$ cat src/rtl/smaqa_pkg.sv
`default_nettype none
// ============================================================================
//  Module      : smaqa_pkg
//  Description : Shared types and constants for the SMAQA issue stage:
//                functional-unit opcodes, the queued entry layout and the
//                regfile read-port index mapping.
//  Revision    : 1.0 - initial release
// ============================================================================
package smaqa_pkg;

    // Transaction id width carried through the issue stage
    localparam int unsigned c_trans_id_bits = 3;

    // Regfile read-port / operand index mapping
    localparam int unsigned c_opnd_rs1 = 0;
    localparam int unsigned c_opnd_rs2 = 1;
    localparam int unsigned c_opnd_rd  = 2;

    // Functional-unit operation; ADD is the idle/reset encoding
    typedef enum logic [3:0] {
        ADD    = 4'd0,
        MUL    = 4'd1,
        MULH   = 4'd2,
        MULHU  = 4'd3,
        MULHSU = 4'd4,
        SMAQA  = 4'd5
    } fu_op;

    // One decoded entry waiting in the issue FIFO
    typedef struct packed {
        fu_op                       op;
        logic [4:0]                 rs1;
        logic [4:0]                 rs2;
        logic [4:0]                 rd;
        logic [c_trans_id_bits-1:0] trans_id;
    } smaqa_entry_t;

endpackage
`default_nettype wire

$ cat src/rtl/fifo_v3.sv
`default_nettype none
// ============================================================================
//  Module      : fifo_v3
//  Description : Small synchronous FIFO with optional fall-through, status
//                counter based full/empty and synchronous flush.
//                DEPTH must be a power of two so the pointers wrap naturally.
//  Revision    : 1.0 - initial release
// ============================================================================
module fifo_v3 #(
    parameter bit          FALL_THROUGH = 1'b0,
    parameter int unsigned DEPTH        = 2,
    parameter type         dtype        = logic
) (
    input  logic clk_i,
    input  logic rst_ni,
    input  logic flush_i,
    output logic full_o,
    output logic empty_o,
    input  dtype data_i,
    input  logic push_i,
    output dtype data_o,
    input  logic pop_i
);

    localparam int unsigned c_addr_depth = (DEPTH > 1) ? $clog2(DEPTH) : 1;
    localparam logic [c_addr_depth-1:0] c_ptr_one = 1;
    localparam logic [c_addr_depth:0]   c_cnt_one = 1;
    localparam logic [c_addr_depth:0]   c_cnt_full = (c_addr_depth+1)'(DEPTH);

    logic [c_addr_depth-1:0] rd_ptr_q, rd_ptr_d;
    logic [c_addr_depth-1:0] wr_ptr_q, wr_ptr_d;
    logic [c_addr_depth:0]   cnt_q, cnt_d;
    logic                    w_we;
    dtype                    mem_q [DEPTH];

    assign full_o  = (cnt_q == c_cnt_full);
    assign empty_o = (cnt_q == '0) && !(FALL_THROUGH && push_i);

    // Pointer/count next state and read data (bypass only when fall-through)
    always_comb begin
        rd_ptr_d = rd_ptr_q;
        wr_ptr_d = wr_ptr_q;
        cnt_d    = cnt_q;
        w_we     = 1'b0;
        data_o   = mem_q[rd_ptr_q];

        if (push_i && !full_o) begin
            w_we     = 1'b1;
            wr_ptr_d = wr_ptr_q + c_ptr_one;
            cnt_d    = cnt_q + c_cnt_one;
        end

        if (pop_i && !empty_o) begin
            rd_ptr_d = rd_ptr_q + c_ptr_one;
            cnt_d    = (push_i && !full_o) ? cnt_q : (cnt_q - c_cnt_one);
        end

        if (FALL_THROUGH && (cnt_q == '0) && push_i) begin
            data_o = data_i;
            if (pop_i) begin
                cnt_d    = cnt_q;
                rd_ptr_d = rd_ptr_q;
                wr_ptr_d = wr_ptr_q;
                w_we     = 1'b0;
            end
        end

        if (flush_i) begin
            rd_ptr_d = '0;
            wr_ptr_d = '0;
            cnt_d    = '0;
            w_we     = 1'b0;
        end
    end

    // Pointer and occupancy registers
    always_ff @(posedge clk_i or negedge rst_ni) begin
        if (!rst_ni) begin
            rd_ptr_q <= '0;
            wr_ptr_q <= '0;
            cnt_q    <= '0;
        end else begin
            rd_ptr_q <= rd_ptr_d;
            wr_ptr_q <= wr_ptr_d;
            cnt_q    <= cnt_d;
        end
    end

    // Storage array; contents are only meaningful behind the count
    always_ff @(posedge clk_i) begin
        if (w_we) begin
            mem_q[wr_ptr_q] <= data_i;
        end
    end

endmodule
`default_nettype wire

$ cat src/rtl/smaqa_issue_stage.sv
`default_nettype none
// ============================================================================
//  Module      : smaqa_issue_stage
//  Description : In-order issue stage in front of the multiplier. Queues
//                decoded entries, reads rs1/rs2/rd, stalls on RAW/WAW hazards
//                against a busy scoreboard, forwards from the writeback bus
//                and drives a registered valid/ready operand interface.
//  Revision    : 1.0 - initial release
// ============================================================================
module smaqa_issue_stage
    import smaqa_pkg::*;
#(
    parameter int unsigned DEPTH         = 2,
    parameter int unsigned TRANS_ID_BITS = c_trans_id_bits
) (
    input  logic                          clk_i,
    input  logic                          rst_ni,
    input  logic                          flush_i,
    input  logic                          instr_valid_i,
    output logic                          instr_ready_o,
    input  fu_op                          instr_op_i,
    input  logic [4:0]                    instr_rs1_i,
    input  logic [4:0]                    instr_rs2_i,
    input  logic [4:0]                    instr_rd_i,
    input  logic [TRANS_ID_BITS-1:0]      instr_trans_id_i,
    output logic [2:0][4:0]               raddr_o,
    input  logic [2:0][31:0]              rdata_i,
    input  logic                          wb_valid_i,
    input  logic [4:0]                    wb_rd_i,
    input  logic [31:0]                   wb_data_i,
    output logic                          mult_valid_o,
    input  logic                          mult_ready_i,
    output fu_op                          operation_o,
    output logic [31:0]                   operand_a_o,
    output logic [31:0]                   operand_b_o,
    output logic [31:0]                   operand_c_o,
    output logic [TRANS_ID_BITS-1:0]      trans_id_o
);

    smaqa_entry_t            w_push_entry;
    smaqa_entry_t            w_head;
    logic                    w_push;
    logic                    w_fifo_full;
    logic                    w_fifo_empty;
    logic                    w_head_valid;
    logic                    w_is_smaqa;
    logic                    w_hazard;
    logic                    w_issue;
    logic [2:0][4:0]         w_idx;
    logic [2:0]              w_wb_hit;
    logic [2:0]              w_reg_hz;
    logic [2:0][31:0]        w_opnd;

    logic [31:0]             busy_q, busy_d;
    logic                    mult_valid_q, mult_valid_d;
    fu_op                    op_q, op_d;
    logic [31:0]             opa_q, opa_d;
    logic [31:0]             opb_q, opb_d;
    logic [31:0]             opc_q, opc_d;
    logic [TRANS_ID_BITS-1:0] tid_q, tid_d;

    // ------------------------------------------------------------------
    // Entry FIFO; ready is the registered "not full" so a pop in the same
    // cycle never re-opens the input early.
    // ------------------------------------------------------------------
    assign w_push_entry = '{op:       instr_op_i,
                            rs1:      instr_rs1_i,
                            rs2:      instr_rs2_i,
                            rd:       instr_rd_i,
                            trans_id: instr_trans_id_i};
    assign instr_ready_o = !w_fifo_full;
    assign w_push        = instr_valid_i && instr_ready_o;
    assign w_head_valid  = !w_fifo_empty;

    fifo_v3 #(
        .FALL_THROUGH (1'b0),
        .DEPTH        (DEPTH),
        .dtype        (smaqa_entry_t)
    ) i_fifo (
        .clk_i   (clk_i),
        .rst_ni  (rst_ni),
        .flush_i (flush_i),
        .full_o  (w_fifo_full),
        .empty_o (w_fifo_empty),
        .data_i  (w_push_entry),
        .push_i  (w_push),
        .data_o  (w_head),
        .pop_i   (w_issue)
    );

    // ------------------------------------------------------------------
    // Read ports, hazard detection and forwarding per operand port
    // ------------------------------------------------------------------
    assign w_idx[c_opnd_rs1] = w_head.rs1;
    assign w_idx[c_opnd_rs2] = w_head.rs2;
    assign w_idx[c_opnd_rd]  = w_head.rd;
    assign raddr_o           = w_head_valid ? w_idx : '0;

    for (genvar k = 0; k < 3; k++) begin : g_port
        assign w_wb_hit[k] = wb_valid_i && (wb_rd_i == w_idx[k]);
        // A writeback landing this cycle resolves the hazard via forwarding
        assign w_reg_hz[k] = busy_q[w_idx[k]] && !w_wb_hit[k];
        assign w_opnd[k]   = (w_idx[k] == 5'd0) ? 32'd0 :
                             (w_wb_hit[k]       ? wb_data_i : rdata_i[k]);
    end

    // rd is always a WAW check; for SMAQA it is additionally the c source
    assign w_is_smaqa = (w_head.op == SMAQA);
    assign w_hazard   = |w_reg_hz;
    assign w_issue    = w_head_valid && !w_hazard && (!mult_valid_q || mult_ready_i);

    // Busy scoreboard next state: clear on writeback, set on issue (set wins)
    always_comb begin
        busy_d = busy_q;
        if (wb_valid_i) begin
            busy_d[wb_rd_i] = 1'b0;
        end
        if (w_issue && (w_head.rd != 5'd0)) begin
            busy_d[w_head.rd] = 1'b1;
        end
        if (flush_i) begin
            busy_d = '0;
        end
        busy_d[0] = 1'b0;
    end

    // Output register next state: load on issue, hold under backpressure
    always_comb begin
        mult_valid_d = mult_valid_q;
        op_d         = op_q;
        opa_d        = opa_q;
        opb_d        = opb_q;
        opc_d        = opc_q;
        tid_d        = tid_q;
        if (flush_i) begin
            mult_valid_d = 1'b0;
        end else if (w_issue) begin
            mult_valid_d = 1'b1;
            op_d         = w_head.op;
            opa_d        = w_opnd[c_opnd_rs1];
            opb_d        = w_opnd[c_opnd_rs2];
            opc_d        = w_is_smaqa ? w_opnd[c_opnd_rd] : 32'd0;
            tid_d        = w_head.trans_id;
        end else if (mult_ready_i) begin
            mult_valid_d = 1'b0;
        end
    end

    // State registers for the scoreboard and the multiplier-facing outputs
    always_ff @(posedge clk_i or negedge rst_ni) begin
        if (!rst_ni) begin
            busy_q       <= '0;
            mult_valid_q <= 1'b0;
            op_q         <= ADD;
            opa_q        <= '0;
            opb_q        <= '0;
            opc_q        <= '0;
            tid_q        <= '0;
        end else begin
            busy_q       <= busy_d;
            mult_valid_q <= mult_valid_d;
            op_q         <= op_d;
            opa_q        <= opa_d;
            opb_q        <= opb_d;
            opc_q        <= opc_d;
            tid_q        <= tid_d;
        end
    end

    assign mult_valid_o = mult_valid_q;
    assign operation_o  = op_q;
    assign operand_a_o  = opa_q;
    assign operand_b_o  = opb_q;
    assign operand_c_o  = opc_q;
    assign trans_id_o   = tid_q;

endmodule
`default_nettype wire

$ cat config.mk
export PLATFORM = sky130hd
export DESIGN_NAME = smaqa_issue_stage
export DESIGN_NICKNAME = d
export VERILOG_FILES = /design/src/rtl/smaqa_pkg.sv /design/src/rtl/fifo_v3.sv /design/src/rtl/smaqa_issue_stage.sv
export SDC_FILE = /design/constraint.sdc
export NUM_CORES = 1
export LEC_CHECK = 0
export CORE_UTILIZATION = 50
export CTS_BUF_LIST = sky130_fd_sc_hd__clkbuf_4
export CTS_CLUSTER_DIAMETER = 200
export CTS_CLUSTER_SIZE = 20
export DETAILED_ROUTE_END_ITERATION = 6
export GPL_TIMING_DRIVEN = 0
export PLACE_DENSITY = 0.9
export SETUP_SLACK_MARGIN = 0.2
export SYNTH_ARGS = -nofsm -noshare
export SYNTH_HDL_FRONTEND = slang
export SYNTH_HIERARCHICAL = 1
export SYNTH_SLANG_ARGS = --single-unit
$ cat constraint.sdc
create_clock -name clk_i -period 3.9 [get_ports clk_i]
set_clock_uncertainty 0.05 [all_clocks]
set_input_delay 0.39 -clock clk_i [delete_from_list [all_inputs] [get_ports clk_i]]
set_output_delay 0.39 -clock clk_i [all_outputs]
set_load 0.05 [all_outputs]
-- Word-level counts from Yosys, hierarchy flattened
Memories as Yosys holds them, arrays and structs flattened.
Cells that the tools add are included.
- flip-flop bits (word level): 139
- bits in writable memories: 44
- output and inout port bits: 120
- memories kept: 1
- add/subtract/negate cells: 4
- order comparisons: 6
- eq/ne operators: 6
- multiplexer cells: 36
- bitwise logic cells: 4
- reduce and logical (&&, ||, !) cells: 34
- memories (name ; depth ; width ; rd ports ; clocked after Yosys merged registers in ; write ports ; RTL line ; RTL):
    i_fifo.mem_q ; 2 ; 22 ; 1 ; 0 ; 1 ; fifo_v3.sv:34 ; dtype mem_q [DEPTH];
- operators by type and width (cell ; number):
    two-way mux 32 bit ; 10
    bitwise AND 32 bit ; 1
    NOT 32 bit ; 1
    bitwise OR 32 bit ; 1
    less-than comparator 5 x 6 -> 1 bit (second input constant) ; 4
    two-way mux 1 bit ; 16
    binary-select mux 1 bit (select 5 bit) ; 3
    equality test 5 bit ; 3
    logical NOT 5 bit ; 3
    two-way mux 15 bit ; 1
    logical AND 1 bit ; 14
    demux 1 bit (select 5 bit) ; 2
    >= comparator 5 x 1 -> 1 bit (second input constant) ; 2
    two-way mux 2 bit ; 4
    logical NOT 1 bit ; 7
    nonzero test 3 bit ; 2
    nonzero test 5 bit ; 1
    equality test 4 x 3 -> 1 bit (second input constant) ; 1
    AND reduction 2 bit ; 2
    nonzero test 2 bit ; 2
    != test 3 bit (second input constant) ; 1
    OR reduction 3 bit ; 1
    adder 1 bit (second input constant) ; 2
    adder 2 x 1 -> 2 bit (second input constant) ; 1
    5 further kinds ; 5

-- Logic depth before layout (Yosys ltp)
An unclocked memory read counts as a cell.
- depth after elaboration: 12
- mapped depth: 14
- mapped depth without buffers: 10

-- By module
The synthesis kept the hierarchy.
- by module, submodules not included (module ; instances ; cells an instance ; area an instance (um2) ; sequential area each (um2)):
    smaqa_issue_stage ; 1 ; 749 ; 8373.0 ; 3378.2
    fifo_v3 ; 1 ; 93 ; 1800.5 ; 1421.4

-- Worst setup path after synthesis
Ideal clock, no wire load.
- path type: reg2reg
- start point: register i_fifo.rd_ptr_q
- end point: register opa_q[0] (netlist: operand_a_o[0])
- library setup time: 0.125 ns
- arrival time: 3.368 ns
- setup slack: 0.357 ns
- cell stages (with the launch flop): 14
- path buffers: 5
- path through: dfrtp_1 > buf_2 > mux2_2 > buf_6 > mux4_2 > a32o_1 > a211oi_2 > a31o_2 > o2111ai_2 > or3_1 > buf_2 > buf_8 > buf_12 > mux2_4
- RTL lines (what ; RTL line ; RTL):
    start, declared ; fifo_v3.sv:30 ; logic [c_addr_depth-1:0] rd_ptr_q, rd_ptr_d;
    start signal, assigned ; fifo_v3.sv:83 ; rd_ptr_q <= rd_ptr_d;
    end signal, assigned ; smaqa_issue_stage.sv:163 ; opa_q <= opa_d;
    end, declared ; smaqa_issue_stage.sv:57 ; logic [31:0] opa_q, opa_d;

==> results.txt <==
The flow ran to the end, and the final reports show no timing, DRC or antenna violations. The worst-case clock buffer depth was 2; the H-tree depth was 4. Derived from the worst setup path, the maximum achievable clock frequency is 0.268 GHz.

The share of the clock period used by the worst path is 0.956, and the chip height is 145 microns. The fraction of final layout cells with drive strength greater than 1 was 0.203. The via count of the first global-routing pass was 8261; the total cell area at the placement stage was 13400 sq um.

The mapped netlist covers 10200 sq um. The global-route usage over all layers was 0.303; the unique cell type count in the Yosys netlist was 51. The tree is rooted in a sky130_fd_sc_hd__clkbuf_4.

The proportion of synthesized flip-flops having asynchronous set or reset was 0.760. In this run, synthesis inferred 44 flip-flops with an integrated enable. Measured along the x axis, the die boundary spans 145 microns. After routing, the total negative slack on setup checks comes to 0 ns. Each instance of the synthesized netlist takes up on average 12.1 sq um.

The first-pass GRT wire length was 46500 microns. The total placed cells including tap cells was 1390; the number of nets still failing antenna checks after routing was 0. Fraction of power consumed by combinational cells: 0.497. The critical path is of the flip-flop to flip-flop type.

The pre-antenna-repair detailed-routing pass consisted of 5 iterations. Counting I/O delays and the setup requirement, the final critical path takes 3.73 ns. Across the run, the number of max-cap violations was 0.

STA classifies the critical path startpoint as a flip-flop. Internal power of the cells: 4.40 mW. At the pin with the least slew margin, the transition time is 1.34 ns.

The tree built by TritonCTS fans out to 183 sinks. The total overflow left after global routing is 0. In the routed design, unresolved DRC markers number 0. The clock reaches the later pin of the worst-skew pair after 0.61 ns. The most frequent cell after synthesis is sky130_fd_sc_hd__dfrtp_1. Together, buffers and inverters on the worst path number 5. Kind of cell adding the most delay to the critical path: multiplexers. The worst hold path belongs to the class primary input to asynchronous set/reset pin. TritonCTS built the clock tree.

The clock transition at the register clock pins on the worst setup and hold paths after CTS was 0.17 ns; the detailed-route wire length per cell was 22.7 microns. The logs give 0 for the max-slew violation total from the final report and 20900 sq um for the die area. The run gives 0.516 as the initial core utilization. During synthesis, Yosys emitted a total of 6 warnings. Total power for the finished layout comes to 7.67 mW. The sequential element share of the synthesized area is 0.472.

The type of element capturing the critical path was a flip-flop. The floorplan has 51 rows. Detailed placement ended at an HPWL of 23900 microns. The required time of the critical path was 4.35 ns; the proportion of total power due to net switching was 0.426. The via total after detailed routing is 8349, and the number of antenna violations at the first check in global routing is 2.

The logs give 1003 for the net count of the mapped netlist and 0.238 mV for the worst-case vdd ir drop. Of all nets on the critical path, the largest fanout is 10. The synthesis-to-layout area growth was 37.9%; the count of input and output buffers was 278. The fraction of synthesized cell area taken by the top area cell type was 0.342; the routed via count divided by cell count was 5.80. For the largest net degree at the start of global routing, the log shows 89. Yosys attributes the largest share of cell area to sky130_fd_sc_hd__dfrtp_1 34%, sky130_fd_sc_hd__edfxtp_1 13%, sky130_fd_sc_hd__mux2i_1 11%. For this design the total switching power over the nets is 3.27 mW.

The count of state elements after synthesis was 183. The run gives 32700 microns as the overall routed net length. Leading register cell type out of synthesis: sky130_fd_sc_hd__dfrtp_1.

The run gives 5.79 nW as the static leakage. On the critical path, the stage with the largest delay is an instance of sky130_fd_sc_hd__dfrtp_2. Walking the worst path, the cells encountered are buf_8, mux2_4, buf_12, mux4_2, a32o_2, a211oi_2, a31o_2, o2111ai_4, or3_4, buf_6, clkbuf_16, buf_12, mux2_4.

Data arrives at the worst endpoint at 4.18 ns. The relative contribution of the clock network to total power was 0.155. Setup repair after global routing could not meet its margin everywhere.

The logs give 0.347 for the fraction of power consumed by sequential logic and 591 for the number of DRC violations after detailed-routing iteration 0. The tools report the net total in the final layout as 1320. The ratio of total power to cell area came out at 546 nW/um^2.

The biggest area contributor in the post-synthesis netlist is sky130_fd_sc_hd__dfrtp_1. Setup violations remaining at the end of the flow were counted as 0. The number of buffers added by the clock tree synthesis step is 17. The run gives 0 as the final count of hold timing violations. The run gives 842 as the number of instances in the synthesized netlist. After synthesis, the most frequently instantiated cells are 139 x sky130_fd_sc_hd__dfrtp_1, 114 x sky130_fd_sc_hd__nor2_1, 111 x sky130_fd_sc_hd__mux2i_1, 70 x sky130_fd_sc_hd__mux2_4, 60 x sky130_fd_sc_hd__mux2_2. The tools report the core footprint as 19700 sq um. 281 I/O pins were placed. The utilization of the core after routing was 0.712. For this run, the number of standard cells in the final layout without fillers is 1439. The run gives 0.0947 as the worst slew margin relative to its limit. For this run, the slowest stage of the critical path takes 0.49 ns. At the end of routability-driven placement, the weighted congestion stood at 0.926. The run gives 14000 sq um as the final cell area excluding filler cells.
## cell type report
class / instances / area [sq um]
plain buffers: 56 / 423
well taps: 265 / 332
repair buffers: 300 / 3090
fillers: 1328 / 5690
diodes: 2 / 5.00
multi-input cells: 593 / 5020
flip-flops and latches: 183 / 4800
inverters: 8 / 30.0
clock inverters: 15 / 194
clock buffers: 17 / 128
## repair_timing
action,4_1_cts,5_1_grt
endpoints found under the setup margin,137,115
hold endpoints to repair,51,0
hold buffers,1,0
pin swaps,5,8
resized for setup,19,22
setup buffers,5,5
gates cloned,0,6
## power groups by stage
stage / Clock (mW) / Combinational, mW / Sequential, mW
3_5_place_dp: 0 / 3.73 / 2.69
3_3_place_gp: 0 / 3.69 / 2.66
5_1_grt: 1.28 / 3.95 / 2.70
2_1_floorplan: 0 / 1.01 / 4.05
4_1_cts: 1.20 / 3.77 / 2.65
6_report: 1.19 / 3.81 / 2.66
## path summary, 6_finish.rpt
path | startpoint | end | slack, ns | depth (start not counted)
setup / recovery | i_fifo/rd_ptr_q | operation_o[0] | 0.17 | 13
hold / removal | rst_ni | operand_c_o[2] | 0.21 | 2
setup reg to reg | i_fifo/rd_ptr_q | operation_o[0] | 0.17 | 13
hold reg to reg | operand_c_o[25] | operand_c_o[25] | 0.48 | 1
max in group asynchronous | rst_ni | i_fifo/rd_ptr_q | 2.73 | 3
min in group clk_i | instr_trans_id_i[2] | i_fifo/mem_q[1][2] | 0.31 | 1
## registers in the layout (all words and copies together), names as in the netlist
signal,cells
trans_id_o,3
i_fifo/cnt_q,2
i_fifo/wr_ptr_q,1
operation_o,4
mult_valid_o,1
operand_c_o,32
operand_a_o,32
i_fifo/mem_q,44
i_fifo/rd_ptr_q,1
operand_b_o,32
busy_q,31
## kinds of logic (layout without fill, tap and decap cells)
group / after synthesis / after routing / synth area share
simple gates: 249 / 249 / 0.121
mux: 256 / 256 / 0.312
buf+inv: 66 / 396 / 0.0385
flops: 183 / 183 / 0.472
other cells: 0 / 2 / 0
xor+xnor: 16 / 16 / 0.0138
compound gates: 72 / 72 / 0.0426
## worst reg2reg max path: stages (launching register included)
cell and delay (ns):
sky130_fd_sc_hd__dfrtp_2 0.49, sky130_fd_sc_hd__buf_8 0.16, sky130_fd_sc_hd__mux2_4 0.32, sky130_fd_sc_hd__buf_12 0.15, sky130_fd_sc_hd__mux4_2 0.41, sky130_fd_sc_hd__a32o_2 0.28, sky130_fd_sc_hd__a211oi_2 0.25, sky130_fd_sc_hd__a31o_2 0.22
sky130_fd_sc_hd__o2111ai_4 0.13, sky130_fd_sc_hd__or3_4 0.41, sky130_fd_sc_hd__buf_6 0.15, sky130_fd_sc_hd__clkbuf_16 0.16, sky130_fd_sc_hd__buf_12 0.15, sky130_fd_sc_hd__mux2_4 0.30
## per-stage QoR
stage / hold slack, ns / setup WS, ns
floorplan: 0.0444 / 0.357
global placement: 0.437 / -3.23
detailed placement: 0.322 / -0.400
CTS: 0.224 / 0.229
global route: 0.244 / 0.0861
finish: 0.207 / 0.170
## cells in the final DEF (no fill, tap or decap), types with 3 or more instances in the layout
| master | n |
|---|---|
| sky130_fd_sc_hd__a21oi_1 | 4 |
| sky130_fd_sc_hd__buf_1 | 6 |
| sky130_fd_sc_hd__clkbuf_16 | 6 |
| sky130_fd_sc_hd__clkinv_4 | 3 |
| sky130_fd_sc_hd__edfxtp_1 | 44 |
| sky130_fd_sc_hd__clkbuf_2 | 6 |
| sky130_fd_sc_hd__buf_6 | 10 |
| sky130_fd_sc_hd__clkbuf_4 | 17 |
| sky130_fd_sc_hd__dfrtp_1 | 138 |
| sky130_fd_sc_hd__clkbuf_1 | 23 |
| sky130_fd_sc_hd__nand4_1 | 3 |
| sky130_fd_sc_hd__mux2_2 | 59 |
| sky130_fd_sc_hd__nand3b_1 | 25 |
| sky130_fd_sc_hd__buf_4 | 11 |
| sky130_fd_sc_hd__xor2_1 | 13 |
| sky130_fd_sc_hd__and3_1 | 7 |
| sky130_fd_sc_hd__buf_12 | 9 |
| sky130_fd_sc_hd__xnor2_1 | 3 |
| sky130_fd_sc_hd__nor2b_1 | 33 |
| sky130_fd_sc_hd__nand3_1 | 9 |
| sky130_fd_sc_hd__nand2_1 | 32 |
| sky130_fd_sc_hd__mux4_2 | 15 |
| sky130_fd_sc_hd__buf_2 | 5 |
| sky130_fd_sc_hd__inv_1 | 7 |
| sky130_fd_sc_hd__nor2_1 | 114 |
| sky130_fd_sc_hd__clkdlybuf4s50_1 | 276 |
| sky130_fd_sc_hd__nor3_1 | 3 |
| sky130_fd_sc_hd__mux2i_1 | 111 |
| sky130_fd_sc_hd__nor4b_1 | 3 |
| sky130_fd_sc_hd__nor3b_1 | 4 |
| sky130_fd_sc_hd__mux2_4 | 71 |
| sky130_fd_sc_hd__o21ai_0 | 49 |
| sky130_fd_sc_hd__o211ai_1 | 3 |
| sky130_fd_sc_hd__bufinv_16 | 3 |
## layer usage
metal  vias up  share of wire  track usage  wire length (microns)
met5         -              0            0                      0
met2       406           0.49        0.504                  16200
li1       3656              -            -                      -
met3        99          0.074       0.0656                   2430
met1      4188           0.39        0.365                  12600
met4         0          0.046        0.166                   1510
Note: power is estimated with default switching activity, not from simulation.
